$ cat config.mk
export PLATFORM = sky130hd
export DESIGN_NAME = spi_frame_master
export DESIGN_NICKNAME = d
export VERILOG_FILES = /design/src/rtl/spi_frame_master.sv
export SDC_FILE = /design/constraint.sdc
export NUM_CORES = 1
export LEC_CHECK = 0
export ABC_AREA = 0
export BUFFER_PORTS_ARGS = -buffer_cell sky130_fd_sc_hd__buf_4
export CAP_MARGIN = 25
export CORE_UTILIZATION = 34
export CTS_BUF_LIST = sky130_fd_sc_hd__clkbuf_2 sky130_fd_sc_hd__clkbuf_4 sky130_fd_sc_hd__clkbuf_8
export DETAILED_ROUTE_END_ITERATION = 7
export GPL_ROUTABILITY_DRIVEN = 0
export PLACE_DENSITY = 0.64
export SLEW_MARGIN = 20
export SYNTH_ARGS = -nofsm -noshare
export SYNTH_HDL_FRONTEND = slang
export SYNTH_SLANG_ARGS = --single-unit
$ cat constraint.sdc
create_clock -name clk -period 2.21 [get_ports clk]
set_input_delay 0.221 -clock clk [delete_from_list [all_inputs] [get_ports clk]]
set_output_delay 0.221 -clock clk [all_outputs]
set_load 0.005 [all_outputs]
$ cat src/rtl/spi_frame_master.sv
// SPI mode-0 frame master: sends cmd, addr and a 32-bit payload (LSB byte first,
// MSB bit first) and captures the MISO payload. Defining SPI_FRAME_MASTER_CRC_EN
// appends a CRC-8 (poly 0x07) byte computed over the first six bytes.
module spi_frame_master #(
   parameter int unsigned CLK_DIV = 4,
   parameter int unsigned SS_GAP  = 2
) (
   input  logic        clk,
   input  logic        rst,
   input  logic        start,
   input  logic [7:0]  cmd,
   input  logic [7:0]  addr,
   input  logic [31:0] data,
   output logic        busy,
   output logic        done,
   output logic [31:0] rx_data,
   output logic [7:0]  crc_out,
   output logic        spi_sck,
   output logic        spi_so,
   input  logic        spi_si,
   output logic        spi_ss
);

`ifdef SPI_FRAME_MASTER_CRC_EN
   localparam int unsigned NumBytes    = 7;
   localparam int unsigned PayloadBits = 48;
   // Bit count at the falling edge that ends the last payload bit.
   localparam logic [5:0]  CrcBit      = 6'd48;
`else
   localparam int unsigned NumBytes    = 6;
`endif
   localparam int unsigned NumBits = NumBytes * 8;
   localparam logic [5:0]  BitEnd  = 6'(NumBits);
   localparam logic [5:0]  RxFirst = 6'd16;
   localparam logic [5:0]  RxLast  = 6'd47;
   localparam logic [7:0]  DivLast = 8'(CLK_DIV - 1);
   localparam logic [7:0]  GapLast = 8'(SS_GAP - 1);

   typedef enum logic [2:0] {
      StIdle,
      StSetup,
      StShift,
      StHold,
      StGap
   } state_t;

   state_t               state_q;
   logic [7:0]           div_cnt_q;
   // Number of rising spi_sck edges issued in this frame (0..NumBits).
   logic [5:0]           bit_cnt_q;
   logic [NumBits-1:0]   tx_sr_q;
   logic [NumBits-1:0]   tx_load;
   logic [NumBits-1:0]   tx_shift;
   logic [31:0]          rx_sr_q;
   logic [31:0]          rx_data_q;
   logic                 busy_q;
   logic                 done_q;
   logic                 sck_q;
   logic                 ss_q;
   logic                 div_last;
   logic                 sck_rise;
   logic                 done_set;
`ifdef SPI_FRAME_MASTER_CRC_EN
   logic [7:0]           crc_q;
   logic [7:0]           crc_next;
   logic [7:0]           crc_out_q;
`endif

   // Phase timing strobes shared by the FSM, receive shifter and CRC.
   always_comb begin
      div_last = (div_cnt_q == DivLast);
      sck_rise = ((state_q == StSetup) && div_last) ||
                 ((state_q == StShift) && !sck_q && div_last && (bit_cnt_q != BitEnd));
      // done marks the final GAP cycle; with a one-cycle gap that is its first cycle.
      done_set = ((state_q == StHold) && div_last && (GapLast == 8'd0)) ||
                 ((state_q == StGap) && (GapLast != 8'd0) && (div_cnt_q == GapLast - 8'd1));
   end

   // Frame image loaded on start, and the next transmit shift value.
   always_comb begin
`ifdef SPI_FRAME_MASTER_CRC_EN
      tx_load  = {cmd, addr, data[7:0], data[15:8], data[23:16], data[31:24], 8'h00};
      tx_shift = {tx_sr_q[NumBits-2:0], 1'b0};
      // CRC is final once the last payload bit has been sampled.
      if (bit_cnt_q == CrcBit) begin
         tx_shift = {crc_q, {PayloadBits{1'b0}}};
      end
`else
      tx_load  = {cmd, addr, data[7:0], data[15:8], data[23:16], data[31:24]};
      tx_shift = {tx_sr_q[NumBits-2:0], 1'b0};
`endif
   end

   // Frame sequencer with registered SPI pins and status outputs.
   always_ff @(posedge clk) begin
      if (!rst) begin
         state_q   <= StIdle;
         div_cnt_q <= '0;
         bit_cnt_q <= '0;
         tx_sr_q   <= '0;
         rx_sr_q   <= '0;
         rx_data_q <= '0;
         busy_q    <= 1'b0;
         done_q    <= 1'b0;
         sck_q     <= 1'b0;
         ss_q      <= 1'b1;
      end else begin
         done_q <= done_set;
         if (done_set) begin
            rx_data_q <= {rx_sr_q[7:0], rx_sr_q[15:8], rx_sr_q[23:16], rx_sr_q[31:24]};
         end
         if (sck_rise && (bit_cnt_q >= RxFirst) && (bit_cnt_q <= RxLast)) begin
            rx_sr_q <= {rx_sr_q[30:0], spi_si};
         end
         unique case (state_q)
            StIdle: begin
               if (start) begin
                  tx_sr_q   <= tx_load;
                  busy_q    <= 1'b1;
                  ss_q      <= 1'b0;
                  div_cnt_q <= '0;
                  bit_cnt_q <= '0;
                  state_q   <= StSetup;
               end
            end
            StSetup: begin
               if (div_last) begin
                  div_cnt_q <= '0;
                  sck_q     <= 1'b1;
                  bit_cnt_q <= bit_cnt_q + 6'd1;
                  state_q   <= StShift;
               end else begin
                  div_cnt_q <= div_cnt_q + 8'd1;
               end
            end
            StShift: begin
               if (!div_last) begin
                  div_cnt_q <= div_cnt_q + 8'd1;
               end else begin
                  div_cnt_q <= '0;
                  if (sck_q) begin
                     sck_q   <= 1'b0;
                     tx_sr_q <= tx_shift;
                  end else if (bit_cnt_q == BitEnd) begin
                     state_q <= StHold;
                  end else begin
                     sck_q     <= 1'b1;
                     bit_cnt_q <= bit_cnt_q + 6'd1;
                  end
               end
            end
            StHold: begin
               if (div_last) begin
                  div_cnt_q <= '0;
                  ss_q      <= 1'b1;
                  state_q   <= StGap;
               end else begin
                  div_cnt_q <= div_cnt_q + 8'd1;
               end
            end
            StGap: begin
               if (div_cnt_q == GapLast) begin
                  div_cnt_q <= '0;
                  busy_q    <= 1'b0;
                  state_q   <= StIdle;
               end else begin
                  div_cnt_q <= div_cnt_q + 8'd1;
               end
            end
            default: begin
               state_q <= StIdle;
            end
         endcase
      end
   end

`ifdef SPI_FRAME_MASTER_CRC_EN
   // Bit-serial CRC-8 over the transmitted payload bits.
   always_comb begin
      crc_next = {crc_q[6:0], 1'b0} ^ ({8{crc_q[7] ^ tx_sr_q[NumBits-1]}} & 8'h07);
   end

   // CRC accumulator, cleared per frame, published with done.
   always_ff @(posedge clk) begin
      if (!rst) begin
         crc_q     <= '0;
         crc_out_q <= '0;
      end else begin
         if ((state_q == StIdle) && start) begin
            crc_q <= '0;
         end else if (sck_rise && (bit_cnt_q < CrcBit)) begin
            crc_q <= crc_next;
         end
         if (done_set) begin
            crc_out_q <= crc_q;
         end
      end
   end

   assign crc_out = crc_out_q;
`else
   assign crc_out = 8'h00;
`endif

   assign busy    = busy_q;
   assign done    = done_q;
   assign rx_data = rx_data_q;
   assign spi_sck = sck_q;
   assign spi_so  = tx_sr_q[NumBits-1];
   assign spi_ss  = ss_q;

endmodule

# Word-level counts from Yosys, hierarchy flattened
# Index checks and enable logic that the tools add are counted.
[totals]
out_inout_bits = 45
wordCells = 88
regBits = 133
in_bits = 52
[classes]
mux = 32
n_reduce_logical = 25
n_eq_ne = 17
order_cmp = 2
addsub = 2
[op_table]
columns = ["cell", "count"]
rows = [
  ["2-to-1 mux 48 bit", 3],
  ["case mux 48 bit (2 select lines)", 1],
  ["2-to-1 mux 6 bit", 5],
  ["2-to-1 mux 8 bit", 3],
  ["case mux 8 bit (3 select lines)", 1],
  ["2-to-1 mux 3 bit", 7],
  ["case mux 6 bit (3 select lines)", 1],
  ["case mux 3 bit (5 select lines)", 1],
  ["inequality test 2 bit, second input constant", 7],
  ["AND reduction 3 bit", 3],
  ["adder 8 x 1 -> 8 bit, second input constant", 1],
  ["equality test 8 x 1 -> 1 bit, second input constant", 1],
  ["equality test 8 x 2 -> 1 bit, second input constant", 1],
  ["zero test 8 bit", 1],
  ["nonzero test 2 bit", 4],
  ["logical AND 1 bit", 7],
  ["2-to-1 mux 1 bit", 7],
  ["AND reduction 7 bit", 1],
  ["adder 6 x 1 -> 6 bit, second input constant", 1],
  ["equality test 3 x 2 -> 1 bit, second input constant", 2],
  ["equality test 6 bit, second input constant", 1],
  [">= comparator 6 x 5 -> 1 bit, second input constant", 1],
  ["less-or-equal comparator 6 bit, second input constant", 1],
  ["inequality test 6 bit, second input constant", 1],
  ["12 further kinds", 16],
]

# Logic depth before layout (Yosys ltp)
# Gate-level depths: netlist of the first run.
[depth]
depth_word = 7
depth_mapped = 8
mapped_depth_nobuf = 6

# Worst setup path after synthesis of the first run
# OpenSTA, ideal clock, no wires.
[synth_path]
path_kind = "register to register"
from = "reg div_cnt_q[0]"
to = "reg tx_sr_q[38]"
required_ps = 2064
arrival_ps = 1713
path_buffers = 2
synth_period_minus_slack_ps = 1859
setup_ps = 146
setup_slack_ps = 351
stages_incl_launch_ff = 8
cell_sequence = "dfxtp_1 > ha_1 > nor3b_1 > a41oi_1 > nor3_2 > buf_4 > buf_2 > a211oi_2"
[synth_between]
elab_chain_cells = 3
[synth_lines]
columns = ["item", "line", "rtl"]
rows = [
  ["from (decl)", "48", "logic [7:0] div_cnt_q;"],
  ["from (signal assigned)", "133", "div_cnt_q <= div_cnt_q + 8'd1;"],
  ["from (signal assigned)", "138", "div_cnt_q <= div_cnt_q + 8'd1;"],
  ["from (signal assigned)", "158", "div_cnt_q <= div_cnt_q + 8'd1;"],
  ["equality test 8 x 2 -> 1 bit", "71", "div_last = (div_cnt_q == DivLast);"],
  ["inequality test 2 bit (no source line)", "n/a", ""],
  ["AND reduction 4 bit (no source line)", "n/a", ""],
  ["to (signal assigned)", "118", "tx_sr_q <= tx_load;"],
  ["to (signal assigned)", "143", "tx_sr_q <= tx_shift;"],
  ["to (decl)", "51", "logic [NumBits-1:0] tx_sr_q;"],
]
# Every way passes these cells.
# A chain may end at the register's enable or synchronous reset.

# Worst setup path after layout of the first run
[layout_path]
from = "reg div_cnt_q[0]"
to = "reg tx_sr_q[47]"
# The elaborated chain is that of the path after synthesis.

==> results.cfg, run 1 <==
[worst_setup_path]
crit_path_end_kind = flop
startpoint_type = flop
path_max_fanout = 34
required_ns = 2.55
arrival_ns = 2.33
critical_path_class = flop to flop

[yosys]
synth-seq-cells = 133
synth_area_leaders = dfxtp_1 47%, mux2i_1 15%, nor2_1 6.4%
yosysTopAreaCellShare_pct = 46.89
async_flop_share_pct = 0
synthDistinctLibCells = 41
ys_seq_area_share_pct = 46.89
syn_area_um2 = 5678
yosysWarnings = 0
synth_edf_count = 0
syn_area_per_cell_um2 = 9.217
synth_ff_type = dfxtp_1
synthCells = 616
yosysTopAreaCell = dfxtp_1

[routing]
drtIter0Drc = 273
wl_per_cell_um = 12.35
vias = 4370
antenna_left = 0
drc = 0
routed_wl_mm = 11.41
vias_per_cell = 4.729
drtPass1Iterations = 4

[timing]
fin_tns_setup_ns = 0
clock_skew_ns = 0.01360
maxSlewViolCount = 0
min_period_ns = 1.991
hold_viol = 0
worst_slew_pin_slew_ns = 0.5227
rsz0062_at_grt = no
slew_headroom_pct = 64.94
fmax_mhz = 502.1
setup_violations = 0
period_share_pct = 90.11

[floorplan]
dieArea_um2 = 17220
io_pins = 97
die_w_um = 131.2
initial_core_util_pct = 35.23
fp.coreArea_um2 = 16120
rows = 46
die_h_um = 131.2

[layout]
syn_to_final_growth_pct = 24.66
nNetsFinal = 753
drive_gt1_share_pct = 22.32
design_area_um2 = 7078
antenna_cells = 0

[clock_network]
clockBufferDepth = 2
ctsRootBufferMaster = clkbuf_8
numCtsBuffers = 17
htree_levels = 4
clk_pin_slew_ns = 0.07
clock_sinks = 133
cts_tree = built
cts_setup_buffers = 0
insertion_delay_ns = 0.44

[grt]
grt_max_degree = 75
grt_pass1_vias = 4122
grt_pass1_wl_mm = 19.78
overflow = 0
antenna_found_initial = 0
grt.total_usage_pct = 14.01

[pwr]
peakVddDrop_mv = 0.3222
leakage_nw = 2.843
power.density_nw_per_um2 = 755.0

[placed_design]
placed_cell_area_um2 = 6596
dp_hpwl_mm = 7.685
port_buffers = 88

[hold_path]
hp-class = input port to flop

[outcome]
status = finished clean

[job]
drv_cap = 0
-- sequential cells by signal (all words and copies together), names as in the netlist --
name	count
done	1
busy	1
div_cnt_q	8
spi_ss	1
rx_sr_q	32
rx_data	32
spi_sck	1
tx_sr_q	48
state_q	3
bit_cnt_q	6
-- per-layer routing --
layer / track usage, % / vias to the layer above / wire (um)
met1: 18.37 / 2008 / 5549
met5: 0 / - / 0
met4: 5.294 / 0 / 165
li1: - / 2294 / -
met2: 21.66 / 57 / 5283
met3: 4.012 / 11 / 409
-- final cells by class --
type	instances	area, um^2
clock buffers	20	269.0
clock inverters	11	197.7
fillers	1601	9037
inverters	7	27.53
multi-input cells	429	2738
flip-flops and latches	133	2663
well taps	216	270.3
repair buffers	108	913.4
-- final timing paths --
path / startpoint / to / slack, ns / cells after the start
min: data[24] / tx_sr_q[0] / 0.07 / 3
min reg2reg: rx_sr_q[31] / rx_data[7] / 0.46 / 2
max reg2reg: div_cnt_q[0] / tx_sr_q[47] / 0.22 / 8
max: div_cnt_q[0] / tx_sr_q[47] / 0.22 / 8
-- worst max-delay path, cell delays in order (launching register included) --
cell	delay, ns
dfxtp_1	0.42
ha_1	0.19
nor3b_2	0.22
a41oi_1	0.19
nor3_4	0.20
buf_12	0.19
buf_12	0.19
nor2_1	0.05
a211oi_1	0.22
-- repair_timing --
action | in CTS | in global routing
endpoints found under the setup margin | 0 | 28
resized for setup | 0 | 1
hold buffers | 1 | 0
hold endpoints to repair | 1 | 0
-- cell families after synthesis --
family,Yosys count,synth area share [%]
simple gates,215,16.53
flops,133,46.89
compound gates,108,13.35
mux,83,14.63
buf+inv,61,5.884
xor+xnor,10,1.543
fa+ha+maj,5,1.102
other cells,1,0.06605
-- cells in the final DEF (no fill, tap or decap), types with 2 or more instances in the layout --
| master | instances |
|---|---|
| a21oi_1 | 41 |
| nor2b_1 | 3 |
| bufinv_16 | 5 |
| xor2_1 | 8 |
| nor3_1 | 3 |
| nand2b_1 | 2 |
| nor4_1 | 2 |
| a211oi_1 | 41 |
| conb_1 | 8 |
| clkinvlp_4 | 4 |
| or2_2 | 3 |
| and3_1 | 2 |
| nand3_1 | 8 |
| o22ai_1 | 2 |
| ha_1 | 5 |
| nand2_1 | 78 |
| clkbuf_8 | 19 |
| a311oi_1 | 2 |
| and2_1 | 2 |
| mux2i_1 | 83 |
| o21a_1 | 2 |
| and4_1 | 2 |
| o21ai_0 | 4 |
| a211oi_2 | 10 |
| inv_1 | 6 |
| buf_4 | 99 |
| xnor2_1 | 2 |
| o221ai_1 | 2 |
| buf_12 | 8 |
| dfxtp_1 | 133 |
| nand4_1 | 6 |
| nor2_1 | 96 |
-- report_power, final --
| part | switching [mW] | total [mW] | internal, mW |
|---|---|---|---|
| Sequential | 0.0576 | 2.55 | 2.49 |
| Combinational | 0.231 | 0.450 | 0.218 |
| Clock | 0.933 | 2.35 | 1.41 |
-- cell usage after synthesis (2+ instances only) --
| library cell | instances |
|---|---|
| buf_6 | 3 |
| nor2_1 | 97 |
| xor2_1 | 8 |
| nand2b_1 | 2 |
| and3_1 | 2 |
| a211oi_1 | 41 |
| nor2b_1 | 3 |
| o22ai_1 | 2 |
| a211oi_2 | 10 |
| nor3b_1 | 2 |
| o221ai_1 | 2 |
| mux2i_1 | 83 |
| ha_1 | 5 |
| a311oi_1 | 2 |
| or2_2 | 3 |
| nor3_1 | 3 |
| o21ai_0 | 4 |
| clkbuf_1 | 17 |
| inv_1 | 7 |
| dfxtp_1 | 133 |
| and4_1 | 2 |
| o21a_1 | 2 |
| buf_2 | 18 |
| nand2_1 | 78 |
| a21oi_1 | 41 |
| nand4_1 | 6 |
| and2_1 | 2 |
| xnor2_1 | 2 |
| buf_4 | 16 |
| nor4_1 | 2 |
| nand3_1 | 8 |
-- stage by stage --
step           worst slack (ns)  hold WS [ns]  utilization (%)  cells  total power [mW]
3_5_place_dp             0.1108        0.4499            40.93    892             3.056
4_1_cts                 0.09595       0.03593            43.89    924             5.430
5_1_grt                 0.02836       0.06573            43.92    924             5.606
2_1_floorplan            0.3514        0.3649                -    623             2.884
6_report                 0.2185       0.07123            43.92    924             5.344
3_3_place_gp             0.2468        0.4461            40.93    892             3.048
(Power assumes the default switching activity.)
==> inputs of run 2 (changes only) <==
--- a/config.mk
+++ b/config.mk
@@ -12,7 +12,7 @@
 export CTS_BUF_LIST = sky130_fd_sc_hd__clkbuf_2 sky130_fd_sc_hd__clkbuf_4 sky130_fd_sc_hd__clkbuf_8
 export DETAILED_ROUTE_END_ITERATION = 7
 export GPL_ROUTABILITY_DRIVEN = 0
-export PLACE_DENSITY = 0.64
+export PLACE_DENSITY_LB_ADDON = 0.1
 export SLEW_MARGIN = 20
 export SYNTH_ARGS = -nofsm -noshare
 export SYNTH_HDL_FRONTEND = slang
==> results.cfg, run 2 (synthesis results as in run 1) <==
[layout]
drive_gt1_share_pct = 22.28
layout_commonest_cell = dfxtp_1
final_cell_mix = 133 x dfxtp_1, 98 x buf_4, 96 x nor2_1
syn_to_final_growth_pct = 24.48
largest_register = tx_sr_q
fillCellCount = 1588
antenna_cells = 0
nNetsFinal = 753
largest_register_ffs = 48

[worst_setup_path]
path_max_fanout = 27
rr_worst_depth = 8
startpoint_type = flop
r2r_start = div_cnt_q[1]
critical_path_class = flop to flop
ff2ff_setup_slack_ns = 0.17
arrival_ns = 2.39
required_ns = 2.56
crit_path_end_kind = flop
timing.rr.end = tx_sr_q[34]

[grt]
gr-max-usage-layer = met2
antenna_found_initial = 0
grt.total_usage_pct = 14.74
grt_use_met2_pct = 23.82
grt_pass1_wl_mm = 20.40
grt_max_degree = 64
grt_util_met3_pct = 3.897
grt_pass1_vias = 4210
grt_use_met1_pct = 18.28
overflow = 0

[routing]
drtPass1Iterations = 4
vias_per_cell = 4.749
drtIter0Drc = 211
antenna_left = 0
drc = 0
vias = 4393
wl_per_cell_um = 13.18
routed_wl_mm = 12.20

[timing]
min_period_ns = 2.036
clock_skew_ns = 0.01039
fmax_mhz = 491.3
setup_violations = 0
fin_tns_setup_ns = 0
worst_slew_pin_slew_ns = 0.5515
maxSlewViolCount = 0
timing.final.ws_setup_ns = 0.1744
hold_viol = 0
fin_hold_ws_ns = 0.05067
period_share_pct = 92.11
slew_headroom_pct = 63.01
rsz0062_at_grt = no

[floorplan]
initial_core_util_pct = 35.23
fp.coreArea_um2 = 16120
io_pins = 97
rows = 46
die_h_um = 131.2
die_w_um = 131.2
dieArea_um2 = 17220

[pwr]
peakVddDrop_mv = 0.3349
power_mw = 5.276
leakage_nw = 2.843
power.density_nw_per_um2 = 746.5

[placed_design]
port_buffers = 88
dp_hpwl_mm = 8.127
post-place-ws_ns = 0.1737

[clock_network]
ctsRootBufferMaster = clkbuf_8
htree_levels = 4
cts_tree = built
clk_pin_slew_ns = 0.08
numCtsBuffers = 17
cts_resized = 0
clock_sinks = 133
insertion_delay_ns = 0.45
clockBufferDepth = 2

[hold_path]
min_to = tx_sr_q[0]
worstHoldStart = data[24]
hp-class = input port to flop
holdPathStages = 3

[job]
drv_cap = 0

[outcome]
status = finished clean
## run 2: layer usage
layer / vias up / part of all wire (%) / routed length, um
met5: - / 0 / 0
met4: 0 / 1.7 / 205
met3: 14 / 3.0 / 362
met2: 60 / 48 / 5874
met1: 2042 / 47 / 5753
li1: 2277 / - / -
## run 2: how the worst max path moves through the flow
stage                 start          end  slack (ns)
2_1_floorplan  div_cnt_q[0]  tx_sr_q[38]        0.35
6_report       div_cnt_q[1]  tx_sr_q[34]        0.17
3_5_place_dp   div_cnt_q[1]  tx_sr_q[45]        0.17
3_3_place_gp   div_cnt_q[1]  tx_sr_q[45]        0.27
5_1_grt        div_cnt_q[1]   tx_sr_q[9]        0.01
4_1_cts        div_cnt_q[1]  tx_sr_q[45]        0.17
## run 2: cell type report
cell class | instances | area [um^2] | area share [%]
inverter | 7 | 27.53 | 0.3894
clock buffer | 18 | 247.7 | 3.505
clock inverter | 14 | 201.4 | 2.850
multi-input combinational | 429 | 2733 | 38.66
tap | 216 | 270.3 | 3.824
timing repair buffer | 108 | 925.9 | 13.10
sequential | 133 | 2663 | 37.67
## run 2: worst max-delay path, stage by stage (launching register included)
cell	delay [ns]
dfxtp_1	0.37
ha_1	0.18
nor3b_1	0.31
a41oi_1	0.21
nor3_4	0.20
buf_12	0.21
buf_12	0.17
nor2_1	0.05
a211oi_1	0.23
## run 2: power by group
part / internal (mW) / switching (mW) / total, mW
Combinational: 0.225 / 0.240 / 0.466
Clock: 1.27 / 0.996 / 2.27
Sequential: 2.49 / 0.0542 / 2.54
## run 2: repair_timing
item                                   4_1_cts  5_1_grt
buffers inserted                             0        0
hold buffers                                 1        0
endpoints found under the hold margin        1        0
## run 2: per-stage QoR
stage,std cells,util (%),area (um^2)
4_1_cts,925,43.86,7068
6_report,925,43.86,7068
3_5_place_dp,892,41.01,6609
5_1_grt,925,43.86,7068
3_3_place_gp,892,41.01,6609
2_1_floorplan,623,-,5704
